--- src/rtl/mips16_pkg.sv ---
// Shared types and constants for the MIPS16 memory-port arbiter.
package mips16_pkg;

  typedef enum logic [1:0] {
    IDLE  = 2'd0,
    ISSUE = 2'd1,
    WAIT  = 2'd2,
    DONE  = 2'd3
  } arb_state_t;

  localparam logic OWNER_IF = 1'b0;
  localparam logic OWNER_DM = 1'b1;

  localparam int MEM_AW_DEF = 10;

endpackage

--- src/rtl/arb_starve_ctr.sv ---
// Counts consecutive data-port wins over a waiting fetch; at_max forces the next fetch grant.
module arb_starve_ctr #(
  parameter int MAX = 3
) (
  input  logic clk,
  input  logic rst,
  input  logic inc,
  input  logic clr,
  output logic at_max
);

  logic [3:0] cnt;

  assign at_max = (cnt == 4'(MAX));

  always_ff @(posedge clk) begin
    if (rst) begin
      cnt <= '0;
    end else if (clr) begin
      cnt <= '0;
    end else if (inc && !at_max) begin
      cnt <= cnt + 4'd1;
    end
  end

endmodule

--- src/rtl/mem_port_arbiter.sv ---
// Shares one single-ported memory between fetch (IF) and data (DM) requesters.
// Optional feature macro: ARB_STALL_CNT_EN adds the if_stall_cnt output.
module mem_port_arbiter
  import mips16_pkg::*;
#(
  parameter int DATA_W     = 16,
  parameter int ADDR_W     = 16,
  parameter int MEM_AW     = MEM_AW_DEF,
  parameter int MEM_LAT    = 1,
  parameter int STARVE_MAX = 3
) (
  input  logic              clk,
  input  logic              rst,
  input  logic              if_req,
  input  logic [ADDR_W-1:0] if_addr,
  output logic              if_ack,
  output logic [DATA_W-1:0] if_rdata,
  input  logic              dm_req,
  input  logic              dm_we,
  input  logic [ADDR_W-1:0] dm_addr,
  input  logic [DATA_W-1:0] dm_wdata,
  output logic              dm_ack,
  output logic [DATA_W-1:0] dm_rdata,
  output logic              mem_en,
  output logic              mem_we,
  output logic [MEM_AW-1:0] mem_addr,
  output logic [DATA_W-1:0] mem_wdata,
  input  logic [DATA_W-1:0] mem_rdata,
  output logic              busy
`ifdef ARB_STALL_CNT_EN
  ,
  output logic [15:0]       if_stall_cnt
`endif
);

  arb_state_t  state;
  logic        owner;
  logic [2:0]  lat_cnt;
  logic        at_max;
  logic        grant_dm;
  logic        grant_if;
  logic        starve_inc;
  logic        starve_clr;
  logic [ADDR_W-1:0] sel_addr;
  logic        addr_unused;

  // Data wins unless the fetch has already been passed over STARVE_MAX times.
  assign grant_dm   = dm_req && (!if_req || !at_max);
  assign grant_if   = if_req && !grant_dm;
  assign starve_inc = (state == IDLE) && if_req && dm_req && !at_max;
  assign starve_clr = (state == IDLE) && grant_if;
  assign sel_addr   = grant_dm ? dm_addr : if_addr;

  // Byte-offset bit and bits above the word range are discarded by design.
  assign addr_unused = ^{sel_addr[0], sel_addr[ADDR_W-1:MEM_AW+1]};

  arb_starve_ctr #(
    .MAX (STARVE_MAX)
  ) u_starve (
    .clk    (clk),
    .rst    (rst),
    .inc    (starve_inc),
    .clr    (starve_clr),
    .at_max (at_max)
  );

  always_ff @(posedge clk) begin
    if (rst) begin
      state     <= IDLE;
      owner     <= OWNER_IF;
      lat_cnt   <= '0;
      mem_en    <= 1'b0;
      mem_we    <= 1'b0;
      mem_addr  <= '0;
      mem_wdata <= '0;
      if_ack    <= 1'b0;
      dm_ack    <= 1'b0;
      busy      <= 1'b0;
    end else begin
      mem_en <= 1'b0;
      if_ack <= 1'b0;
      dm_ack <= 1'b0;
      case (state)
        IDLE: begin
          if (if_req || dm_req) begin
            owner     <= grant_dm ? OWNER_DM : OWNER_IF;
            mem_addr  <= sel_addr[MEM_AW:1];
            mem_we    <= grant_dm && dm_we;
            mem_wdata <= grant_dm ? dm_wdata : '0;
            mem_en    <= 1'b1;
            busy      <= 1'b1;
            state     <= ISSUE;
          end
        end
        ISSUE: begin
          if (MEM_LAT == 1) begin
            if_ack <= (owner == OWNER_IF);
            dm_ack <= (owner == OWNER_DM);
            state  <= DONE;
          end else begin
            lat_cnt <= 3'(MEM_LAT - 1);
            state   <= WAIT;
          end
        end
        WAIT: begin
          if (lat_cnt == 3'd1) begin
            if_ack <= (owner == OWNER_IF);
            dm_ack <= (owner == OWNER_DM);
            state  <= DONE;
          end else begin
            lat_cnt <= lat_cnt - 3'd1;
          end
        end
        DONE: begin
          busy  <= 1'b0;
          state <= IDLE;
        end
        default: state <= IDLE;
      endcase
    end
  end

  // Read data comes straight from the array during DONE; stores return zero.
  assign if_rdata = if_ack ? mem_rdata : '0;
  assign dm_rdata = (dm_ack && !mem_we) ? mem_rdata : '0;

`ifdef ARB_STALL_CNT_EN
  always_ff @(posedge clk) begin
    if (rst) begin
      if_stall_cnt <= '0;
    end else if (if_req && !if_ack && (if_stall_cnt != 16'hFFFF)) begin
      if_stall_cnt <= if_stall_cnt + 16'd1;
    end
  end
`endif

endmodule

--- config.mk ---
export PLATFORM = sky130hd
export DESIGN_NAME = mem_port_arbiter
export DESIGN_NICKNAME = d
export VERILOG_FILES = /design/src/rtl/mips16_pkg.sv /design/src/rtl/arb_starve_ctr.sv /design/src/rtl/mem_port_arbiter.sv
export SDC_FILE = /design/constraint.sdc
export NUM_CORES = 1
export LEC_CHECK = 0
export ABC_CLOCK_PERIOD_IN_PS = 2400
export BUFFER_PORTS_ARGS = -buffer_cell sky130_fd_sc_hd__buf_2
export CAP_MARGIN = 20
export CORE_MARGIN = 10
export CORE_UTILIZATION = 41
export DETAILED_ROUTE_END_ITERATION = 10
export GPL_ROUTABILITY_DRIVEN = 0
export PLACE_DENSITY = 0.88
export RECOVER_POWER = 100
export REMOVE_ABC_BUFFERS = 1
export SLEW_MARGIN = 20
export SYNTH_ARGS = -nofsm -noshare
export SYNTH_HDL_FRONTEND = slang
export SYNTH_HIERARCHICAL = 1
export SYNTH_SLANG_ARGS = --single-unit
--- constraint.sdc ---
create_clock -name clk -period 2.4 [get_ports clk]
set_clock_uncertainty 0.2 [all_clocks]
set_input_delay 0.24 -clock clk [delete_from_list [all_inputs] [get_ports clk]]
set_output_delay 0.24 -clock clk [all_outputs]
set_load 0.005 [all_outputs]
==> results of run 1 <==
-- cells in the final DEF, fill, tap and decap left out, types with 11 or more instances in the layout --
cell type,netlist,final
a21oi_1,14,14
and2_0,0,21
and2_1,32,11
buf_2,5,79
clkbuf_1,4,42
dfxtp_1,41,41
dlygate4sd3_1,0,25
nand2_1,14,14
nor2_1,22,21
-- cells in the mapped netlist (4+ instances only) --
| cell | instances |
|---|---|
| a211oi_1 | 10 |
| a21oi_1 | 14 |
| a22o_1 | 7 |
| a22o_2 | 10 |
| and2_1 | 32 |
| buf_2 | 5 |
| clkbuf_1 | 4 |
| dfxtp_1 | 41 |
| ha_1 | 8 |
| inv_1 | 7 |
| nand2_1 | 14 |
| nor2_1 | 22 |
-- area by class of cell --
class / count / area (um^2) / share of cell area [%]
well taps: 52 / 65.1 / 2.24
clock buffers: 7 / 86.3 / 2.98
multi-input cells: 150 / 1000 / 34.6
inverters: 8 / 31.3 / 1.08
clock inverters: 1 / 30.0 / 1.03
repair buffers: 152 / 865 / 29.8
flip-flops and latches: 41 / 821 / 28.3
-- worst max-delay path: stages, from the launching register on --
cell and delay, ns:
dfxtp_1 0.38, ha_1 0.20, or3b_1 0.41, clkinvlp_2 0.12
buf_4 0.14, a21bo_2 0.15, nor3b_2 0.06, buf_12 0.16
a22o_2 0.26
-- logic make-up (layout without fill, tap and decap cells) --
group	after synthesis	count (layout)	synth area share, %
fa+ha+maj	8	8	5.23
buf+inv	18	168	4.32
simple gates	83	83	23.6
mux	3	3	1.70
compound gates	55	55	21.8
flops	41	41	42.9
xor+xnor	1	1	0.458
-- routing by layer --
layer / routed length, um / global-route usage, % / up-vias
met5: 0 / 0 / -
met4: 112 / 4.99 / 0
met3: 724 / 5.97 / 10
met2: 3580 / 31.9 / 83
met1: 2550 / 16.4 / 950
li1: - / - / 1021
-- what timing repair did --
action / 4_1_cts / 5_1_grt
hold endpoints to repair: 25 / 0
setup buffers: 0 / 1
hold buffers: 25 / 0
setup endpoints to repair: 0 / 18
gates resized for setup: 0 / 1
-- sequential cells by signal (all words and copies together), names as in the netlist --
name          count
mem_addr         10
lat_cnt           3
u_starve/cnt      4
owner             1
mem_en            1
if_ack            1
dm_ack            1
state             2
busy              1
mem_wdata        16
mem_we            1
-- worst paths after layout --
path | cells past startpoint | to | startpoint
hold / removal | 3 | mem_addr[9] | if_addr[10]
setup / recovery | 8 | mem_wdata[11] | u_starve/cnt[1]
setup reg to reg | 8 | mem_wdata[11] | u_starve/cnt[1]
hold reg to reg | 1 | if_ack | owner
-- through the flow --
| stage | hold WS, ns | cell area [um^2] | utilization, % |
|---|---|---|---|
| after CTS | 0.00481 | 2940 | 66.2 |
| after global routing | 0.00152 | 2900 | 65.3 |
| after floorplan | 0.109 | 1860 | - |
| final | -0.000405 | 2900 | 65.3 |
| after global placement | 0.241 | 2570 | 57.9 |
| after detailed placement | 0.236 | 2570 | 57.9 |
-- report_power, final --
| part | total (mW) | switching (mW) | internal, mW |
|---|---|---|---|
| Sequential | 0.931 | 0.102 | 0.829 |
| Combinational | 0.808 | 0.428 | 0.380 |
| Clock | 0.575 | 0.235 | 0.339 |
| Total | 2.31 | 0.766 | 1.55 |
==> results.sh, run 1 <==
export IMPL_synth_seq_area_share_pct=42.9
export IMPL_synth_cells=209
export IMPL_yosysTopAreaCell="dfxtp_1"
export IMPL_htreeDepth=2
export IMPL_grt_use_total_pct=16.7
export IMPL_firstDrtPassIters=4
export IMPL_violations="hold timing"
export IMPL_synth_area_leaders="dfxtp_1 (43%), and2_1 (10%), a22o_2 (5.2%)"
export IMPL_cts_tree="built"
export IMPL_final_max_slew_viol_count=0
export IMPL_cts_buffer_depth=2
export IMPL_hpwl_mm=4.91
export IMPL_worstPathMaxFanout=17
export IMPL_overflow=0
export IMPL_ys_warn_count=6
export IMPL_syn_area_mm2=0.00191
export IMPL_grt_max_degree=26
export IMPL_critPathCaptureType="register"
export IMPL_syn_avg_cell_area_um2=9.15
export IMPL_tns_ns=0
export IMPL_wl_per_cell_um=17.0
export IMPL_fin_ws_ns=0.221
export IMPL_cts_sinks=41
export IMPL_area_growth_syn_to_layout_pct=51.7
export IMPL_slew_headroom_pct=51.7
export IMPL_finalHoldViolCount=1
export IMPL_rows=24
export IMPL_layout_drive_gt1_share_pct=30.9
export IMPL_critPathKind="register to register"
export IMPL_post_route_min_period_ns=2.18
export IMPL_fin_crit_sh_pct=90.8
export IMPL_antenna_found_initial=0
export IMPL_worst_pin_slew_ns=0.723
export IMPL_rsz0062_at_grt="no"
export IMPL_drtAntennaViolNets=0
export IMPL_port_buffers=119
export IMPL_yosysTopAreaCellShare_pct=42.9
export IMPL_core_area_mm2=0.00444
export IMPL_place_ws_ns=0.0704
export IMPL_cts_root_buf="clkbuf_8"
export IMPL_final_cells=411
export IMPL_worst_ep_required_time_ns=2.38
export IMPL_vias=2064
export IMPL_grt_pass1_vias=2026
export IMPL_async_flop_share_pct=0
export IMPL_vias_per_cell=5.02
export IMPL_powerDensity_mw_per_mm2=797
export IMPL_total_power_mw=2.31
export IMPL_start_util_pct=43.0
export IMPL_fmax_mhz=459
export IMPL_routed_wl_mm=6.97
export IMPL_critPathLaunchType="register"
export IMPL_grt_pass1_wl_mm=10.4
export IMPL_synth_flop_cell="dfxtp_1"
export IMPL_status="complete, but fails checks"
export IMPL_fin_nets=435
export IMPL_crit_arrival_ns=2.16
export IMPL_clock_latency_ns=0.29
export IMPL_drv_cap=0
export IMPL_antenna_cells=0
export IMPL_reg2reg_slack_ns=0.22
export IMPL_holdWs_ns=-0.000405
export IMPL_p_leak_nw=1.33
export IMPL_ioPinCount=132
export IMPL_hold_path_class="input pin to register"
export IMPL_finalSetupViolCount=0
export IMPL_die_area_mm2=0.00780
export IMPL_synth_cell_types=39
export IMPL_drt_iter0_markers=170
export IMPL_vdd_ir_drop_max_mv=0.327
export IMPL_num_fill_cells=376
export IMPL_dieHeight_um=88.3
export IMPL_synth_seq_cells=41
export IMPL_path_clk_slew_ns=0.07
export IMPL_synth_edf_count=0
export IMPL_cts_buffers=5
export IMPL_dp_cells=377
export IMPL_die_w_um=88.3
export IMPL_remaining_drc_errors=0
No activity file was read; power rests on OpenSTA's default activity.
==> inputs of run 2 (changes only) <==
- ABC_CLOCK_PERIOD_IN_PS: 2400 -> 2100
- clock period: 2.4 -> 2.1 ns (I/O delays scaled with it)
==> run 2 against run 1 <==
The run now ends clean; sequential share of layout area fell by 0.94 points; register-to-register slack got worse by 0.14 ns; critical path type unchanged; clock-buffer cell count fell by 2; core utilization rose by 2.4 points; die area did not move; fmax rose by 7.8%; clock power rose by 6.3%; power rose by 16%; largest power group unchanged.
==> results.sh, run 2 (same netlist as run 1, synthesis figures left out) <==
export IMPL_drtAntennaViolNets=0
export IMPL_rows=24
export IMPL_met2_length_mm=3.65
export IMPL_grt_max_degree=26
export IMPL_vias=2162
export IMPL_highest_layer="met4"
export IMPL_hpwl_mm=5.06
export IMPL_vdd_ir_drop_max_mv=0.443
export IMPL_grt_pass1_wl_mm=10.2
export IMPL_finalHoldViolCount=0
export IMPL_start_util_pct=43.0
export IMPL_reg_largest_list="mem_wdata (16), mem_addr (10), u_starve/cnt (4)"
export IMPL_antenna_found_initial=0
export IMPL_critPathBufInv=5
export IMPL_layout_drive_gt1_share_pct=35.4
export IMPL_htreeDepth=2
export IMPL_remaining_drc_errors=0
export IMPL_fin_nets=447
export IMPL_cts_root_buf="clkbuf_8"
export IMPL_critPathKind="register to register"
export IMPL_largest_reg_flops=16
export IMPL_cts_buffer_depth=2
export IMPL_wl_per_cell_um=16.4
export IMPL_post_route_min_period_ns=2.02
export IMPL_crit_arrival_ns=2.04
export IMPL_firstDrtPassIters=4
export IMPL_wl_met3_um=879
export IMPL_area_growth_syn_to_layout_pct=57.4
export IMPL_port_buffers=119
export IMPL_drv_cap=0
export IMPL_overflow=0
export IMPL_cts_tree="built"
export IMPL_cts_buffers=5
export IMPL_total_power_mw=2.68
export IMPL_final_max_slew_viol_count=0
export IMPL_utilization_pct=67.7
export IMPL_routed_wl_mm=6.94
export IMPL_cts_sinks=41
export IMPL_path_clk_slew_ns=0.08
export IMPL_layout_commonest_cell="buf_2"
export IMPL_drt_iter0_markers=158
export IMPL_powerDensity_mw_per_mm2=891
export IMPL_hold_path_class="input pin to register"
export IMPL_critPathCaptureType="register"
export IMPL_ioPinCount=132
export IMPL_cpMostUsedCell="buf_4"
export IMPL_clock_latency_ns=0.29
export IMPL_critPathLaunchType="register"
export IMPL_grt_use_total_pct=16.4
export IMPL_status="complete, no violations"
export IMPL_fin_crit_sh_pct=96.3
export IMPL_core_area_mm2=0.00444
export IMPL_slowest_stage="or3b_4"
export IMPL_die_w_um=88.3
export IMPL_worst_pin_slew_ns=0.735
export IMPL_p_leak_nw=1.42
export IMPL_crit_chain="ha_4 -> or3b_4 -> clkinv_2 -> buf_6 -> nor3b_2 -> buf_4 -> buf_4 -> buf_4 -> nand2_1 -> a21oi_1 -> nor3_1"
export IMPL_wl_met1_mm=2.36
export IMPL_vias_per_cell=5.11
export IMPL_final_cell_mix="buf_2 (84), dfxtp_1 (39), clkbuf_1 (37), dlygate4sd3_1 (27), and2_1 (23)"
export IMPL_worstPathMaxFanout=5
export IMPL_die_area_mm2=0.00780
export IMPL_grt_pass1_vias=2112
export IMPL_dieHeight_um=88.3
export IMPL_fmax_mhz=495
export IMPL_regMostFlops="mem_wdata"
export IMPL_cpPeakStageDelay_ns=0.39
export IMPL_slew_headroom_pct=50.9
export IMPL_worst_ep_required_time_ns=2.12
export IMPL_crit_family="simple AND/OR/NAND/NOR gates"
export IMPL_finalSetupViolCount=0
## run 2: worst register-to-register path, delay by kind of cell, from the launching register on
family | cells | cell delay [ns]
buffers and inverters | 5 | 0.57
AO/OA/AOI/OAI | 1 | 0.06
adder cells (fa/ha/maj) | 1 | 0.14
AND/OR/NAND/NOR | 4 | 0.60
flip-flops | 1 | 0.37
## run 2: per-layer routing
metal	up-vias	GRT usage, %
met5	-	0
met4	0	4.11
met3	6	6.62
met1	992	15.8
met2	116	31.4
li1	1048	-
## run 2: worst paths after layout
path / slack [ns] / end / start / depth (start not counted)
hold / removal: 0.05 / mem_addr[9] / dm_addr[10] / 3
setup / recovery: 0.08 / u_starve/cnt[2] / u_starve/cnt[1] / 11
hold reg to reg: 0.27 / if_ack / owner / 1
setup reg to reg: 0.08 / u_starve/cnt[2] / u_starve/cnt[1] / 11
## run 2: repair_timing
| item | 4_1_cts | 5_1_grt |
|---|---|---|
| setup buffers | 1 | 4 |
| endpoints found under the hold margin | 27 | 0 |
| gates resized for setup | 0 | 7 |
| setup endpoints to repair | 17 | 12 |
| hold buffers | 27 | 0 |
| pin swaps | 1 | 4 |
## run 2: report_power, final
group / leakage (nW) / total (mW) / switching, mW / internal (mW)
Sequential: 0.337 / 1.05 / 0.102 / 0.948
Combinational: 1.03 / 1.02 / 0.522 / 0.498
Clock: 0.0540 / 0.611 / 0.266 / 0.346
Total: 1.42 / 2.68 / 0.890 / 1.79
## run 2: cell type report
class	instances	area [um^2]
diodes	1	2.50
fillers	358	1430
well taps	52	65.1
repair buffers	164	951
clock inverters	2	35.0
inverters	8	31.3
multi-input cells	150	1030
flip-flops and latches	41	823
clock buffers	5	68.8
## run 2: metrics by stage
step	setup TNS [ns]	cell area, um^2	instances	hold WS, ns	worst slack (ns)
global placement	-1.13	2620	383	0.226	-0.0738
floorplan	-0.494	1860	199	0.0791	-0.0494
detailed placement	-1.64	2620	383	0.231	-0.106
CTS	0	3020	418	0.0426	0.0456
global route	-0.00222	3010	422	0.0689	-0.00222
finish	0	3010	423	0.0512	0.0784
==> inputs of run 3 (changes only) <==
- ABC_CLOCK_PERIOD_IN_PS: 2100 -> 2000
- clock period: 2.1 -> 2 ns (I/O delays scaled with it)
==> run 3 against run 2 <==
Worst hold slack worse by 0.0062 ns; via count grew 0.32%; sequential share of layout area fell by 0.56 points; power rose by 7.1%; core utilization increased by 1.4 points; combinational power increased by 9.8%; die area stayed put; wire length is 7.5% higher; sequential power grew 6%; clock power is 5.4% higher; flip-flop and latch count unchanged; first-iteration DRC count up 5.1%; largest power group is now combinational cells.
==> results.sh, run 3 (same netlist as run 1, synthesis figures left out) <==
export IMPL_status="complete, no violations"
export IMPL_reg2reg_depth=8
export IMPL_switching_power_mw=0.972
export IMPL_slew_headroom_pct=50.9
export IMPL_tns_ns=0
export IMPL_clock_latency_ns=0.29
export IMPL_holdWs_ns=0.0450
export IMPL_fin_crit_sh_pct=96.5
export IMPL_largest_reg_flops=16
export IMPL_reg2reg_slack_ns=0.07
export IMPL_critPathCaptureType="register"
export IMPL_final_max_slew_viol_count=0
export IMPL_hold_depth=3
export IMPL_drv_cap=0
export IMPL_holdCritStartpoint="dm_addr[1]"
export IMPL_antenna_cells=0
export IMPL_worst_pin_slew_ns=0.735
export IMPL_vdd_ir_drop_max_mv=0.476
export IMPL_cts_buffers=5
export IMPL_core_area_mm2=0.00444
export IMPL_crit_chain="ha_4 -> or3b_4 -> inv_4 -> buf_6 -> a21boi_1 -> buf_4 -> a21oi_1 -> a211oi_1"
export IMPL_layout_drive_gt1_share_pct=36.3
export IMPL_timing_rr_end="mem_addr[6]"
export IMPL_final_area_mm2=0.00307
export IMPL_clkPwrFrac_pct=22.4
export IMPL_area_growth_syn_to_layout_pct=60.6
export IMPL_cts_sinks=41
export IMPL_p_leak_nw=1.43
export IMPL_ioPinCount=132
export IMPL_hold_path_end="mem_addr[0]"
export IMPL_overflow=0
export IMPL_post_route_min_period_ns=1.93
export IMPL_slowest_stage="or3b_4"
export IMPL_path_clk_slew_ns=0.08
export IMPL_regMostFlops="mem_wdata"
export IMPL_routed_wl_mm=7.46
export IMPL_swShare_pct=33.8
export IMPL_total_power_mw=2.87
export IMPL_seq_area_um2=823
export IMPL_grt_use_total_pct=17.1
export IMPL_port_buffers=119
export IMPL_cpPeakStageDelay_ns=0.39
export IMPL_critPathKind="register to register"
export IMPL_wl_per_cell_um=17.5
export IMPL_htreeDepth=2
export IMPL_intPower_mw=1.90
export IMPL_cts_buffer_depth=2
export IMPL_r2r_start="u_starve/cnt[1]"
export IMPL_multi_input_area_mm2=0.00105
export IMPL_hold_path_class="input pin to register"
export IMPL_placed_area_mm2=0.00266
export IMPL_worst_ep_required_time_ns=1.97
export IMPL_grt_pass1_wl_mm=10.7
export IMPL_finalHoldViolCount=0
export IMPL_num_fill_cells=343
export IMPL_fmax_mhz=518
export IMPL_worstPathMaxFanout=6
export IMPL_die_w_um=88.3
export IMPL_final_cell_mix="buf_2 (80), clkbuf_1 (41), dfxtp_1 (39), dlygate4sd3_1 (27), nor2_1 (21)"
export IMPL_powerDensity_mw_per_mm2=935
export IMPL_critPathLaunchType="register"
export IMPL_firstDrtPassIters=4
export IMPL_grt_pass1_vias=2158
export IMPL_drt_iter0_markers=166
export IMPL_p_comb_share_pct=39.1
export IMPL_vias_per_cell=5.08
export IMPL_cts_tree="built"
export IMPL_die_area_mm2=0.00780
export IMPL_rows=24
export IMPL_start_util_pct=43.0
export IMPL_antenna_found_initial=0
export IMPL_grt_max_degree=26
export IMPL_remaining_drc_errors=0
export IMPL_reg_largest_list="mem_wdata (16), mem_addr (10), u_starve/cnt (4)"
export IMPL_drtAntennaViolNets=0
export IMPL_seqPwrFrac_pct=38.5
export IMPL_hpwl_mm=5.16
export IMPL_vias=2169
export IMPL_fin_nets=452
export IMPL_layout_commonest_cell="buf_2"
export IMPL_crit_arrival_ns=1.90
export IMPL_cts_root_buf="clkbuf_8"
export IMPL_dieHeight_um=88.3
export IMPL_finalSetupViolCount=0
==> run 3: per-stage QoR <==
step / utilization, % / worst slack, ns / cells
after floorplan: - / -0.149 / 199
after global placement: 59.8 / -0.116 / 388
after detailed placement: 59.8 / -0.163 / 388
after CTS: 68.7 / 0.0474 / 423
after global routing: 69.1 / -0.0245 / 427
final: 69.1 / 0.0699 / 427
==> run 3: worst max path at each step <==
stage | start | endpoint | slack [ns] | depth (start not counted)
finish | u_starve/cnt[1] | mem_addr[6] | 0.07 | 8
detailed placement | state[1] | mem_wdata[11] | -0.16 | 5
CTS | u_starve/cnt[0] | u_starve/cnt[2] | 0.05 | 9
floorplan | u_starve/cnt[0] | mem_addr[0] | -0.15 | 6
global route | u_starve/cnt[1] | u_starve/cnt[2] | -0.02 | 10
global placement | u_starve/cnt[0] | mem_wdata[10] | -0.12 | 6
==> run 3: worst max-delay path, delay by kind of cell (launching register included) <==
kind / cells / cell delay, ns
adder cells (fa/ha/maj): 1 / 0.14
buffers and inverters: 3 / 0.34
AND/OR/NAND/NOR: 1 / 0.39
AO/OA/AOI/OAI: 3 / 0.38
flip-flops: 1 / 0.36
==> run 3: area by class of cell <==
class,count,area share (%)
multi-input cells,150,34.2
flip-flops and latches,41,26.8
inverters,8,1.06
repair buffers,169,32.5
well taps,52,2.12
clock buffers,5,2.24
clock inverters,2,1.14
==> run 3: what timing repair did <==
| action | 4_1_cts | 5_1_grt |
|---|---|---|
| pin swaps | 1 | 4 |
| gates cloned | 0 | 1 |
| buffers inserted | 1 | 3 |
| endpoints found under the hold margin | 27 | 0 |
| setup endpoints to repair | 17 | 30 |
| hold buffers | 27 | 0 |
| gates resized for setup | 1 | 14 |
==> run 3: per-layer routing <==
metal	routed length, um	track usage (%)	vias up
met4	112	5.87	0
met2	3950	33.6	96
met3	855	5.88	11
met1	2540	16.0	1007
met5	0	0	-
li1	-	-	1055
==> run 3: power by group through the flow <==
| stage | clock network (mW) | registers, mW | logic (mW) |
|---|---|---|---|
| after floorplan | 0 | 1.12 | 0.520 |
| after global placement | 0 | 1.10 | 1.00 |
| after detailed placement | 0 | 1.11 | 1.05 |
| after CTS | 0.651 | 1.09 | 1.12 |
| after global routing | 0.685 | 1.13 | 1.24 |
| final | 0.644 | 1.11 | 1.12 |
